<file path="config.mk">
export PLATFORM = sky130hd
export DESIGN_NAME = code_compare_flat
export DESIGN_NICKNAME = d
export VERILOG_FILES = /design/src/rtl/code_compare_if.sv /design/src/rtl/code_compare.sv /design/src/flat_wrapper.sv
export SDC_FILE = /design/constraint.sdc
export NUM_CORES = 1
export LEC_CHECK = 0
export CAP_MARGIN = 10
export CORE_ASPECT_RATIO = 2
export CORE_MARGIN = 5
export CORE_UTILIZATION = 38
export DETAILED_ROUTE_END_ITERATION = 8
export PLACE_DENSITY_LB_ADDON = 0.25
export SLEW_MARGIN = 20
export SYNTH_ARGS = -nofsm -noshare
export SYNTH_HDL_FRONTEND = slang
export SYNTH_SLANG_ARGS = --single-unit
</file>
<file path="constraint.sdc">
create_clock -name clk -period 1.6 [get_ports clk]
set_clock_uncertainty 0.2 [all_clocks]
set_input_delay 0.32 -clock clk [delete_from_list [all_inputs] [get_ports clk]]
set_output_delay 0.32 -clock clk [all_outputs]
set_load 0.02 [all_outputs]
</file>
<file path="src/rtl/code_compare_if.sv">
// Keypad/compare bus between the code-entry stage and its driver/observer.
// Strobe inputs are sampled every rising edge; the verdict outputs are levels.
interface code_compare_if #(
  parameter int DIGIT_W = 4,
  parameter int CNT_W   = 3
);
  logic               mode;
  logic               key_valid;
  logic [DIGIT_W-1:0] key_digit;
  logic               enter;
  logic               clr;
  logic [1:0]         mod3_out;
  logic [CNT_W-1:0]   digit_count;
  logic               prog_pending;
  logic               dbg_state;    // 0 = IDLE, 1 = NEWCODE

  modport master (
    output mode, key_valid, key_digit, enter, clr,
    input  mod3_out, digit_count, prog_pending, dbg_state
  );

  modport slave (
    input  mode, key_valid, key_digit, enter, clr,
    output mod3_out, digit_count, prog_pending, dbg_state
  );
endinterface

</file>
<file path="src/rtl/code_compare.sv">
// Code-entry and compare stage: buffers keypad digits, checks them against the
// stored password on an enter edge, and handles password change. Optional macro: CODE_MASTER_EN.
module code_compare #(
  parameter int                       DIGITS       = 4,
  parameter int                       DIGIT_W      = 4,
  parameter logic [DIGITS*DIGIT_W-1:0] DEFAULT_CODE = 16'h1234,
  parameter logic [DIGITS*DIGIT_W-1:0] MASTER_CODE  = 16'h9999
) (
  input  logic          clk,
  input  logic          rst_n,
  code_compare_if.slave bus
);
  localparam int CODE_W = DIGITS * DIGIT_W;
  localparam int CNT_W  = $clog2(DIGITS + 1);

  typedef enum logic {IDLE = 1'b0, NEWCODE = 1'b1} state_t;

  state_t            state_q, state_d;
  logic [CODE_W-1:0] buf_q, buf_d;
  logic [CODE_W-1:0] pwd_q, pwd_d;
  logic [CNT_W-1:0]  cnt_q, cnt_d;
  logic [1:0]        mod3_q, mod3_d;
  logic              enter_q;

  logic ent, full, pwd_hit, master_hit, match;

  assign ent     = bus.enter & ~enter_q;
  assign full    = (cnt_q == CNT_W'(DIGITS));
  assign pwd_hit = full && (buf_q == pwd_q);

`ifdef CODE_MASTER_EN
  assign master_hit = full && (buf_q == MASTER_CODE);
`else
  logic unused_master;
  assign unused_master = ^MASTER_CODE;
  assign master_hit    = 1'b0;
`endif

  assign match = pwd_hit | master_hit;

  always_ff @(posedge clk or negedge rst_n) begin
    if (!rst_n) begin
      state_q <= IDLE;
      buf_q   <= '0;
      pwd_q   <= DEFAULT_CODE;
      cnt_q   <= '0;
      mod3_q  <= 2'b00;
      enter_q <= 1'b0;
    end else begin
      state_q <= state_d;
      buf_q   <= buf_d;
      pwd_q   <= pwd_d;
      cnt_q   <= cnt_d;
      mod3_q  <= mod3_d;
      enter_q <= bus.enter;
    end
  end

  always_comb begin
    state_d = state_q;
    buf_d   = buf_q;
    pwd_d   = pwd_q;
    cnt_d   = cnt_q;
    mod3_d  = mod3_q;

    if (bus.clr) begin
      state_d = IDLE;
      buf_d   = '0;
      cnt_d   = '0;
      mod3_d  = 2'b00;
    end else if (ent) begin
      // Every enter edge consumes the entry, whatever the verdict.
      buf_d = '0;
      cnt_d = '0;
      case (state_q)
        IDLE: begin
          if (!bus.mode) begin
            mod3_d = match ? 2'b01 : 2'b10;
          end else if (match) begin
            mod3_d  = 2'b00;
            state_d = NEWCODE;
          end else begin
            mod3_d = 2'b10;
          end
        end
        NEWCODE: begin
          if (full) begin
            pwd_d  = buf_q;
            mod3_d = 2'b11;
          end else begin
            mod3_d = 2'b10;
          end
          state_d = IDLE;
        end
        default: state_d = IDLE;
      endcase
    end else begin
      if (bus.key_valid) begin
        // A full buffer drops further digits rather than wrapping.
        if (!full) begin
          buf_d = {buf_q[(DIGITS-1)*DIGIT_W-1:0], bus.key_digit};
          cnt_d = cnt_q + 1'b1;
        end
        mod3_d = 2'b00;
      end
      if (state_q == NEWCODE && !bus.mode) begin
        state_d = IDLE;
        mod3_d  = 2'b00;
      end
    end
  end

  assign bus.mod3_out     = mod3_q;
  assign bus.digit_count  = cnt_q;
  assign bus.prog_pending = (state_q == NEWCODE);
  assign bus.dbg_state    = state_q;
endmodule
</file>
<file path="src/flat_wrapper.sv">
// flat-port wrapper written by rule: the top's interface ports become plain ports
module code_compare_flat 
#(
  parameter int                       DIGITS       = 4,
  parameter int                       DIGIT_W      = 4,
  parameter logic [DIGITS*DIGIT_W-1:0] DEFAULT_CODE = 16'h1234,
  parameter logic [DIGITS*DIGIT_W-1:0] MASTER_CODE  = 16'h9999
)
  (clk, rst_n, bus_mode, bus_key_valid, bus_key_digit, bus_enter, bus_clr, bus_mod3_out, bus_digit_count, bus_prog_pending, bus_dbg_state);
  code_compare_if #(.DIGIT_W(DIGIT_W)) bus_i ();
  input  logic clk;
  input  logic rst_n;
  input wire logic [$bits(bus_i.mode)-1:0] bus_mode;
  input wire logic [$bits(bus_i.key_valid)-1:0] bus_key_valid;
  input wire logic [$bits(bus_i.key_digit)-1:0] bus_key_digit;
  input wire logic [$bits(bus_i.enter)-1:0] bus_enter;
  input wire logic [$bits(bus_i.clr)-1:0] bus_clr;
  output wire logic [$bits(bus_i.mod3_out)-1:0] bus_mod3_out;
  output wire logic [$bits(bus_i.digit_count)-1:0] bus_digit_count;
  output wire logic [$bits(bus_i.prog_pending)-1:0] bus_prog_pending;
  output wire logic [$bits(bus_i.dbg_state)-1:0] bus_dbg_state;
  assign bus_i.mode = bus_mode;
  assign bus_i.key_valid = bus_key_valid;
  assign bus_i.key_digit = bus_key_digit;
  assign bus_i.enter = bus_enter;
  assign bus_i.clr = bus_clr;
  assign bus_mod3_out = bus_i.mod3_out;
  assign bus_digit_count = bus_i.digit_count;
  assign bus_prog_pending = bus_i.prog_pending;
  assign bus_dbg_state = bus_i.dbg_state;
  code_compare #(.DIGITS(DIGITS), .DIGIT_W(DIGIT_W), .DEFAULT_CODE(DEFAULT_CODE), .MASTER_CODE(MASTER_CODE)) u_core (.clk(clk), .rst_n(rst_n), .bus(bus_i));
endmodule
</file>
==> results of run 1 <==
through the flow:
step           area [um^2]  std cells  TNS, ps  total power [mW]
4_1_cts               2690        277    -2688             1.993
3_5_place_dp          2272        253   -13940             1.231
3_3_place_gp          2272        253   -12740             1.226
2_1_floorplan         1843        162    -1262             1.107
6_report              2770        274    -1334             1.991
5_1_grt               2770        274    -3425             2.070
logic make-up (layout without fill, tap and decap cells):
family | Yosys count | in the layout
DFF | 39 | 39
adders and majority gates | 2 | 2
muxes | 16 | 16
AOI/OAI and AO/OA | 23 | 23
buffers and inverters | 9 | 66
xor gates and xnor gates | 18 | 18
and+or+nand+nor | 55 | 55
where the power goes:
group | switching [mW] | internal [mW]
registers | 0.0100 | 1.00
clock network | 0.377 | 0.312
logic | 0.148 | 0.144
total | 0.535 | 1.46
per-layer routing:
| metal | vias up | part of all wire (%) | global-route usage, % |
|---|---|---|---|
| met5 | - | 0 | 0 |
| met4 | 0 | 3.4 | 7.618 |
| met3 | 13 | 2.2 | 2.881 |
| met2 | 23 | 56 | 30.30 |
| met1 | 724 | 38 | 15.93 |
| li1 | 654 | - | - |
layout by cell type, fill, tap and decap left out, types with 3 or more instances in the layout:
master and n:
sky130_fd_sc_hd__nand2_2 8, sky130_fd_sc_hd__nand2_1 19, sky130_fd_sc_hd__mux2_2 6, sky130_fd_sc_hd__buf_4 24, sky130_fd_sc_hd__nand2_4 12, sky130_fd_sc_hd__dfstp_2 5, sky130_fd_sc_hd__nor2_1 3, sky130_fd_sc_hd__mux2_4 10
sky130_fd_sc_hd__buf_12 4, sky130_fd_sc_hd__buf_2 3, sky130_fd_sc_hd__clkbuf_8 5, sky130_fd_sc_hd__clkdlybuf4s50_1 6, sky130_fd_sc_hd__xor2_1 16, sky130_fd_sc_hd__dfrtp_1 32, sky130_fd_sc_hd__dlygate4sd2_1 5, sky130_fd_sc_hd__buf_6 5
sky130_fd_sc_hd__buf_16 4, sky130_fd_sc_hd__a21oi_2 17
sequential cells by signal, summed over array words and instances (netlist names):
register	flops
u_core.pwd_q	16
u_core.buf_q	16
u_core.bus.digit_count	3
u_core.bus.dbg_state	1
u_core.bus.mod3_out	2
u_core.enter_q	1
final timing paths:
path / start / slack [ps] / to
hold / removal: bus_enter / 80 / u_core.enter_q$_DFF_PN0_
setup / recovery: u_core.buf_q[3]$_DFFE_PN0P_ / -200 / u_core.bus.mod3_out[1]$_DFFE_PN0P_
setup reg to reg: u_core.buf_q[3]$_DFFE_PN0P_ / -200 / u_core.bus.mod3_out[1]$_DFFE_PN0P_
min in group asynchronous: rst_n / 320 / u_core.pwd_q[3]$_DFFE_PN0P_
max in group asynchronous: rst_n / 630 / u_core.pwd_q[12]$_DFFE_PN1P_
hold reg to reg: u_core.bus.mod3_out[0]$_DFFE_PN0P_ / 310 / u_core.bus.mod3_out[0]$_DFFE_PN0P_
area by class of cell:
class                   count  area share, %
multi-input cells         114          36.90
repair buffers             55          21.32
flip-flops and latches     39          35.55
clock inverters             3         0.8582
clock buffers               5          2.484
well taps                  55          2.484
inverters                   3         0.4065
worst register-to-register path, stage by stage (launching register included):
cell and delay (ps):
sky130_fd_sc_hd__dfrtp_1 400, sky130_fd_sc_hd__xor2_1 180, sky130_fd_sc_hd__nor4_2 330, sky130_fd_sc_hd__buf_4 160, sky130_fd_sc_hd__nand4_1 180, sky130_fd_sc_hd__a21o_1 250
timing repair:
action	CTS	global route
setup endpoints to repair	43	40
gates cloned	6	0
gates resized for setup	35	52
hold endpoints to repair	34	0
setup buffers	10	3
pin swaps	12	34
hold buffers	1	0
==> run summary, run 1 <==
========================================================================================================
Run status                                                                                  finished, violations left
Failing checks                                                                              setup timing
Antenna Violating Nets Remaining                                                                       0
Area fraction in compound gates after synthesis                                                   7.418%
Arrival time reported for the critical path endpoint                                             1790 ps
Insertion delay to the later sink of the worst-skew pair                                          290 ps
Combinational family with the most area after synthesis                                     simple AND/OR/NAND/NOR gates
Total number of placement rows                                                                        35
Hold violation total from the final report                                                             0
Routed length per placed instance                                                               17.16 um
Max Fclk                                                                                      0.5541 GHz
Number of placed I/O pins                                                                             17
Depth of the CTS H-tree                                                                                2
Hold Crit Class                                                                                   in2reg
Buffers plus inverters on the worst setup path                                                         1
# clock sinks                                                                                         39
Worst Reg-to-Reg Cells                                                                                 5
Wire length of the first global-routing pass                                                    7.555 mm
Post-synthesis average cell area                                                              11.25 um^2
Count of antenna diodes in the layout                                                                  0
Required time at the worst-slack endpoint                                                        1580 ps
Transition time of the tightest slew-check pin                                                  463.3 ps
Chip Width                                                                                      58.96 um
Routed vias                                                                                         1414
Worst path max stage delay                                                                        400 ps
Post-synthesis cell count                                                                            162
Post-CTS clock slew at the launch and capture registers of the worst setup and hold paths          90 ps
Ranking of synthesized cells by instance count                                              sky130_fd_sc_hd__nand2_1 (39), sky130_fd_sc_hd__dfrtp_1 (34), sky130_fd_sc_hd__a21oi_1 (17), sky130_fd_sc_hd__xor2_1 (17), sky130_fd_sc_hd__mux2_4 (9)
Top fanout value on the critical path                                                                  3
Pre-CTS setup slack                                                                            -473.6 ps
Area used by sequential logic in the layout                                                   984.7 um^2
Die Y                                                                                           107.9 um
Clock tree from TritonCTS                                                                            yes
Slowest stage cell, crit path                                                               sky130_fd_sc_hd__dfrtp_1
Top-area cell type share of the netlist area                                                      46.70%
Root buffer selected by CTS                                                                 sky130_fd_sc_hd__clkbuf_8
Layout Nets                                                                                          230
Critical path depth                                                                                    5
Pin count of the biggest net entering global routing                                                  40
Multiplexer share of the synthesized area                                                         11.74%
# DRC                                                                                                  0
Number of flip-flops and latches in the synthesized netlist                                           39
Number of antenna violations at the first check in global routing                                      0
Final core utilization                                                                            59.68%
Largest delay share family, worst path                                                      simple AND/OR/NAND/NOR gates
Total Wirelength                                                                                4.703 mm
Part of the Yosys area used for sequential elements                                               53.91%
Pins over their slew limit                                                                             0
Last weighted congestion value of the routability-driven placer                                   0.7424
Leading post-synthesis cells by cell area                                                   sky130_fd_sc_hd__dfrtp_1 (47%), sky130_fd_sc_hd__xor2_1 (8.2%), sky130_fd_sc_hd__nand2_1 (8.0%)
Final-layout fill cell count                                                                         400
Startpoint type of the worst setup path                                                             flop
Synth area leader                                                                           sky130_fd_sc_hd__dfrtp_1
Fraction of layout instances using a drive strength above 1                                       55.71%
Via count of the first global-routing pass                                                          1635
Share of flip-flops with an asynchronous set or reset                                             100.0%
Number of setup violations in the final report                                                        28
Main synth FF type                                                                          sky130_fd_sc_hd__dfrtp_1
Simple-gate area share of the yosys netlist                                                       14.29%
Area growth from synthesis to final layout                                                        52.06%
Final worst-path setup slack                                                                   -204.8 ps
Most repeated cell in the gate-level netlist after synthesis                                sky130_fd_sc_hd__nand2_1
Hold Path Stages                                                                                       1
TritonCTS buffer count                                                                                 5
Mapped cell area                                                                               1822 um^2
Nature of the critical path endpoint                                                                flop
Ordered cell list for the critical path                                                     xor2_1, nor4_2, buf_4, nand4_1, a21o_1
RSZ-0062 raised after global routing                                                                true
Initial core utilization                                                                          39.25%
Max-capacitance violation count                                                                        0
Hold slack                                                                                      83.62 ps
Max Buffers Root-to-Sink                                                                               2
Total global routing track utilization                                                            16.02%
Via-per-instance ratio                                                                             5.161
Std-Cell Core Area                                                                             4642 um^2
Total of buffers placed on input and output ports                                                     16
Peak ir drop on the vdd network                                                              0.0008298 V
Count of flip-flops with a built-in enable after synthesis                                             0
Max transition margin                                                                             68.32%
Synth Area in Adders                                                                              1.374%
1st-pass router iterations                                                                             3
Distinct cell type count of the synthesized netlist                                                   31
Yosys warning total                                                                                    0
Post-detailed-placement half-perimeter wirelength                                               2.712 mm
Synthesized netlist net count                                                                        174
Minimum clock period after layout                                                                1805 ps
Xor and xnor fraction of the mapped netlist area                                                  8.654%
Critical path start-end classification                                                           reg2reg
Initial drt markers                                                                                   41
Area used by multi-input combinational logic                                                   1022 um^2
Die ar.                                                                                        6363 um^2
Post-route fraction of the period consumed by the critical path                                   112.8%
Power density cells                                                                         718.6 nW/um^2
Leakage power figure                                                                            1.413 nW
Total global routing overflow                                                                          0
========================================================================================================
Note: power is estimated with default switching activity, not from simulation.
==> run 2, diff against run 1 <==
--- a/config.mk
+++ b/config.mk
@@ -5,6 +5,7 @@
 export SDC_FILE = /design/constraint.sdc
 export NUM_CORES = 1
 export LEC_CHECK = 0
+export ABC_AREA = 1
 export CAP_MARGIN = 10
 export CORE_ASPECT_RATIO = 2
 export CORE_MARGIN = 5
==> run summary, run 2 <==
========================================================================================================
Run status                                                                                  finished, violations left
Failing checks                                                                              setup timing
Max transition margin                                                                             77.48%   +9.2 points
Area fraction in compound gates after synthesis                                                   13.29%   +5.9 points
Routed vias                                                                                         1605   +14%
Total number of placement rows                                                                        36   +2.9%
Max-capacitance violation count                                                                        0   unchanged
Sum Neg Setup Slack                                                                            -865.1 ps   +468.9 ps
Hold Path Stages                                                                                       1   unchanged
Number of antenna violations at the first check in global routing                                      0   unchanged
Synth Area in Adders                                                                              1.303%   -0.071 points
Arrival time reported for the critical path endpoint                                             1660 ps   -130 ps
Main synth FF type                                                                          sky130_fd_sc_hd__dfrtp_1
Reg2Reg Capture Point                                                                       u_core.pwd_q[14]$_DFFE_PN0P_
Required time at the worst-slack endpoint                                                        1580 ps   about the same
Synth area leader                                                                           sky130_fd_sc_hd__dfrtp_1
Chip Width                                                                                      60.27 um   +2.2%
Total Power                                                                                     1.946 mW   -2.3%
# clock sinks                                                                                         39   unchanged
Number of flip-flops and latches in the synthesized netlist                                           39   unchanged
Number of placed instances with taps included                                                        318   +26%
Area growth from synthesis to final layout                                                        40.85%
Wire length of the first global-routing pass                                                    7.410 mm   -1.9%
Total global routing track utilization                                                            14.42%   -1.6 points
Die Y                                                                                           110.5 um   +2.4%
Hold slack                                                                                      77.77 ps   -5.846 ps
Pre-CTS setup slack                                                                            -304.4 ps   +169.2 ps
Mapped cell area                                                                               1921 um^2   +5.4%
Most repeated cell in the gate-level netlist after synthesis                                sky130_fd_sc_hd__nand2_1
Die ar.                                                                                        6662 um^2   +4.7%
Critical hold path startpoint                                                                  bus_enter
Top fanout value on the critical path                                                                  7   +4
Top-area cell type share of the netlist area                                                      44.30%   -2.4 points
Critical path start-end classification                                                           reg2reg
Via count of the first global-routing pass                                                          1629   -0.37%
Post-detailed-placement half-perimeter wirelength                                               2.718 mm   +0.20%
Total global routing overflow                                                                          0   unchanged
Routed length per placed instance                                                               12.59 um   -27%
Hold Crit Class                                                                                   in2reg
DP Area                                                                                        2305 um^2   +1.4%
Std-Cell Core Area                                                                             4910 um^2   +5.8%
Fraction of layout instances using a drive strength above 1                                       36.17%   -20 points
RR Startpoint                                                                               u_core.bus.digit_count[0]$_DFFE_PN0P_
Area used by multi-input combinational logic                                                  863.3 um^2   -16%
Internal reg-to-reg setup slack                                                                   -80 ps   +130 ps
Minimum clock period after layout                                                                1680 ps   -125.3 ps
Most common library cell in the layout ignoring fill and taps                               sky130_fd_sc_hd__nand2_1
Nature of the critical path endpoint                                                                flop
Post-synthesis cell count                                                                            229   +41%
Max Buffers Root-to-Sink                                                                               2   unchanged
Yosys warning total                                                                                    0   unchanged
Share of flip-flops with an asynchronous set or reset                                             100.0%   unchanged
Synthesized netlist net count                                                                        241   +39%
Count of flip-flops with a built-in enable after synthesis                                             0   unchanged
Distinct cell type count of the synthesized netlist                                                   21   -32%
Power density cells                                                                         719.3 nW/um^2   +0.10%
Hold violation total from the final report                                                             0   unchanged
Initial core utilization                                                                          39.12%   -0.13 points
Final worst-path setup slack                                                                   -79.51 ps   +125.3 ps
Transition time of the tightest slew-check pin                                                  336.5 ps   -126.7 ps
Pins over their slew limit                                                                             0   unchanged
Initial drt markers                                                                                   27   -34%
Count of antenna diodes in the layout                                                                  0   unchanged
1st-pass router iterations                                                                             4   +1
Simple-gate area share of the yosys netlist                                                       22.80%   +8.5 points
TritonCTS buffer count                                                                                 5   unchanged
Total of buffers placed on input and output ports                                                     16   unchanged
Part of the Yosys area used for sequential elements                                               51.14%   -2.8 points
# DRC                                                                                                  0   unchanged
Insertion delay to the later sink of the worst-skew pair                                          290 ps   about the same
Layout Nets                                                                                          293   +27%
Startpoint type of the worst setup path                                                             flop
Leakage power figure                                                                            1.288 nW   -8.9%
Fin area                                                                                       2705 um^2   -2.3%
Depth of the CTS H-tree                                                                                2   unchanged
Number of placed I/O pins                                                                             17   unchanged
Clock tree from TritonCTS                                                                            yes
Pin count of the biggest net entering global routing                                                  40   unchanged
Final core utilization                                                                            55.10%   -4.6 points
Last weighted congestion value of the routability-driven placer                                   0.7068   -4.8%
Leading cell types in the layout, fill and taps excluded                                    sky130_fd_sc_hd__nand2_1 (55), sky130_fd_sc_hd__inv_1 (34), sky130_fd_sc_hd__dfrtp_1 (32)
Total Wirelength                                                                                4.269 mm   -9.2%
Post-route fraction of the period consumed by the critical path                                   105.0%   -7.8 points
Post-CTS clock slew at the launch and capture registers of the worst setup and hold paths          80 ps   about the same
Worst hold endpoint                                                                         u_core.enter_q$_DFF_PN0_
Antenna Violating Nets Remaining                                                                       0   unchanged
Post-layout instance count excluding filler cells                                                    339   +24%
Max Fclk                                                                                      0.5954 GHz   +7.5%
Peak ir drop on the vdd network                                                              0.0007435 V   -10%
RSZ-0062 raised after global routing                                                                true
Post-synthesis average cell area                                                              8.387 um^2   -25%
Ranking of synthesized cells by instance count                                              sky130_fd_sc_hd__nand2_1 (74), sky130_fd_sc_hd__inv_1 (37), sky130_fd_sc_hd__dfrtp_1 (34)
Worst Reg-to-Reg Cells                                                                                 9   +4
Combinational family with the most area after synthesis                                     simple AND/OR/NAND/NOR gates
Root buffer selected by CTS                                                                 sky130_fd_sc_hd__clkbuf_8
Final-layout fill cell count                                                                         449   +12%
Multiplexer share of the synthesized area                                                             0%   -12 points
Area used by sequential logic in the layout                                                   984.7 um^2   unchanged
Via-per-instance ratio                                                                             4.735   -8.3%
Xor and xnor fraction of the mapped netlist area                                                 0.4560%   -8.2 points
Leading post-synthesis cells by cell area                                                   sky130_fd_sc_hd__dfrtp_1 (44%), sky130_fd_sc_hd__nand2_1 (14%), sky130_fd_sc_hd__o21ai_2 (7.3%)
Number of setup violations in the final report                                                        18   -36%
========================================================================================================
## run 2: changes by cell type in the layout (fill, tap and decap cells not counted), moves of 4 or more
cell / before / now
sky130_fd_sc_hd__xor2_1: 16 / 1
sky130_fd_sc_hd__o22ai_1: 1 / 11
sky130_fd_sc_hd__a21oi_2: 17 / 0
sky130_fd_sc_hd__nand2_1: 19 / 55
sky130_fd_sc_hd__mux2_2: 6 / 0
sky130_fd_sc_hd__nand3_1: 1 / 8
sky130_fd_sc_hd__inv_1: 1 / 34
sky130_fd_sc_hd__o21ai_1: 0 / 4
sky130_fd_sc_hd__mux2_4: 10 / 0
sky130_fd_sc_hd__o21ai_2: 0 / 16
sky130_fd_sc_hd__nor2_1: 3 / 12
## run 2: report_power, final
part / internal, mW / total [mW] / switching, mW
Combinational: 0.0894 / 0.200 / 0.110
Sequential: 1.00 / 1.01 / 0.00723
Clock: 0.392 / 0.739 / 0.347
Total: 1.48 / 1.95 / 0.465
## run 2: worst max-delay path by stage
stage / startpoint / to
finish: u_core.bus.digit_count[0]$_DFFE_PN0P_ / u_core.pwd_q[14]$_DFFE_PN0P_
global route: u_core.bus.digit_count[1]$_DFFE_PN0P_ / u_core.pwd_q[14]$_DFFE_PN0P_
CTS: u_core.bus.digit_count[1]$_DFFE_PN0P_ / u_core.pwd_q[0]$_DFFE_PN0P_
detailed placement: bus_enter / u_core.buf_q[10]$_DFFE_PN0P_
global placement: bus_enter / u_core.bus.mod3_out[0]$_DFFE_PN0P_
floorplan: u_core.bus.digit_count[1]$_DFFE_PN0P_ / u_core.pwd_q[10]$_DFFE_PN0P_
## run 2: routing by layer
metal  global-route usage [%]  routed length, um
met1                    16.92               1678
met2                    25.43               2448
met3                    1.752                 63
met4                    5.325                 79
met5                        0                  0
## run 2: cell families after synthesis
logic type | after synthesis
flops | 39
fa+ha+maj | 2
xor+xnor | 1
buf+inv | 46
compound gates | 36
simple gates | 105
## run 2: area by class of cell
cell class | count | share of cell area, %
Sequential cell | 39 | 36.40
Multi-Input combinational cell | 144 | 31.91
Timing Repair Buffer | 52 | 19.80
Inverter | 39 | 5.412
Clock buffer | 7 | 3.562
Tap cell | 57 | 2.636
Clock inverter | 1 | 0.2775
## run 2: repair_timing
item                       in CTS  in global routing
pin swaps                       4                  6
setup endpoints to repair      22                 36
gates resized for setup        32                 25
cloned                          3                  0
hold endpoints to repair       34                  0
hold buffers                    1                  0
setup buffers                   4                  6
## run 2: critical path, stage by stage (launching register included)
cell                      delay (ps)
sky130_fd_sc_hd__dfrtp_2         420
sky130_fd_sc_hd__inv_2            70
sky130_fd_sc_hd__ha_4            140
sky130_fd_sc_hd__nand2_4          50
sky130_fd_sc_hd__nor3_4          170
sky130_fd_sc_hd__nand2_4         110
sky130_fd_sc_hd__buf_6           140
sky130_fd_sc_hd__buf_12          140
sky130_fd_sc_hd__nand2_2          60
sky130_fd_sc_hd__o21ai_2          40
==> run 3, diff against run 2 <==
--- a/config.mk
+++ b/config.mk
@@ -11,6 +11,7 @@
 export CORE_MARGIN = 5
 export CORE_UTILIZATION = 38
 export DETAILED_ROUTE_END_ITERATION = 8
+export GPL_ROUTABILITY_DRIVEN = 0
 export PLACE_DENSITY_LB_ADDON = 0.25
 export SLEW_MARGIN = 20
 export SYNTH_ARGS = -nofsm -noshare
==> results of run 3 <==
Final layout, timing and power as in run 2 (identical DEF).
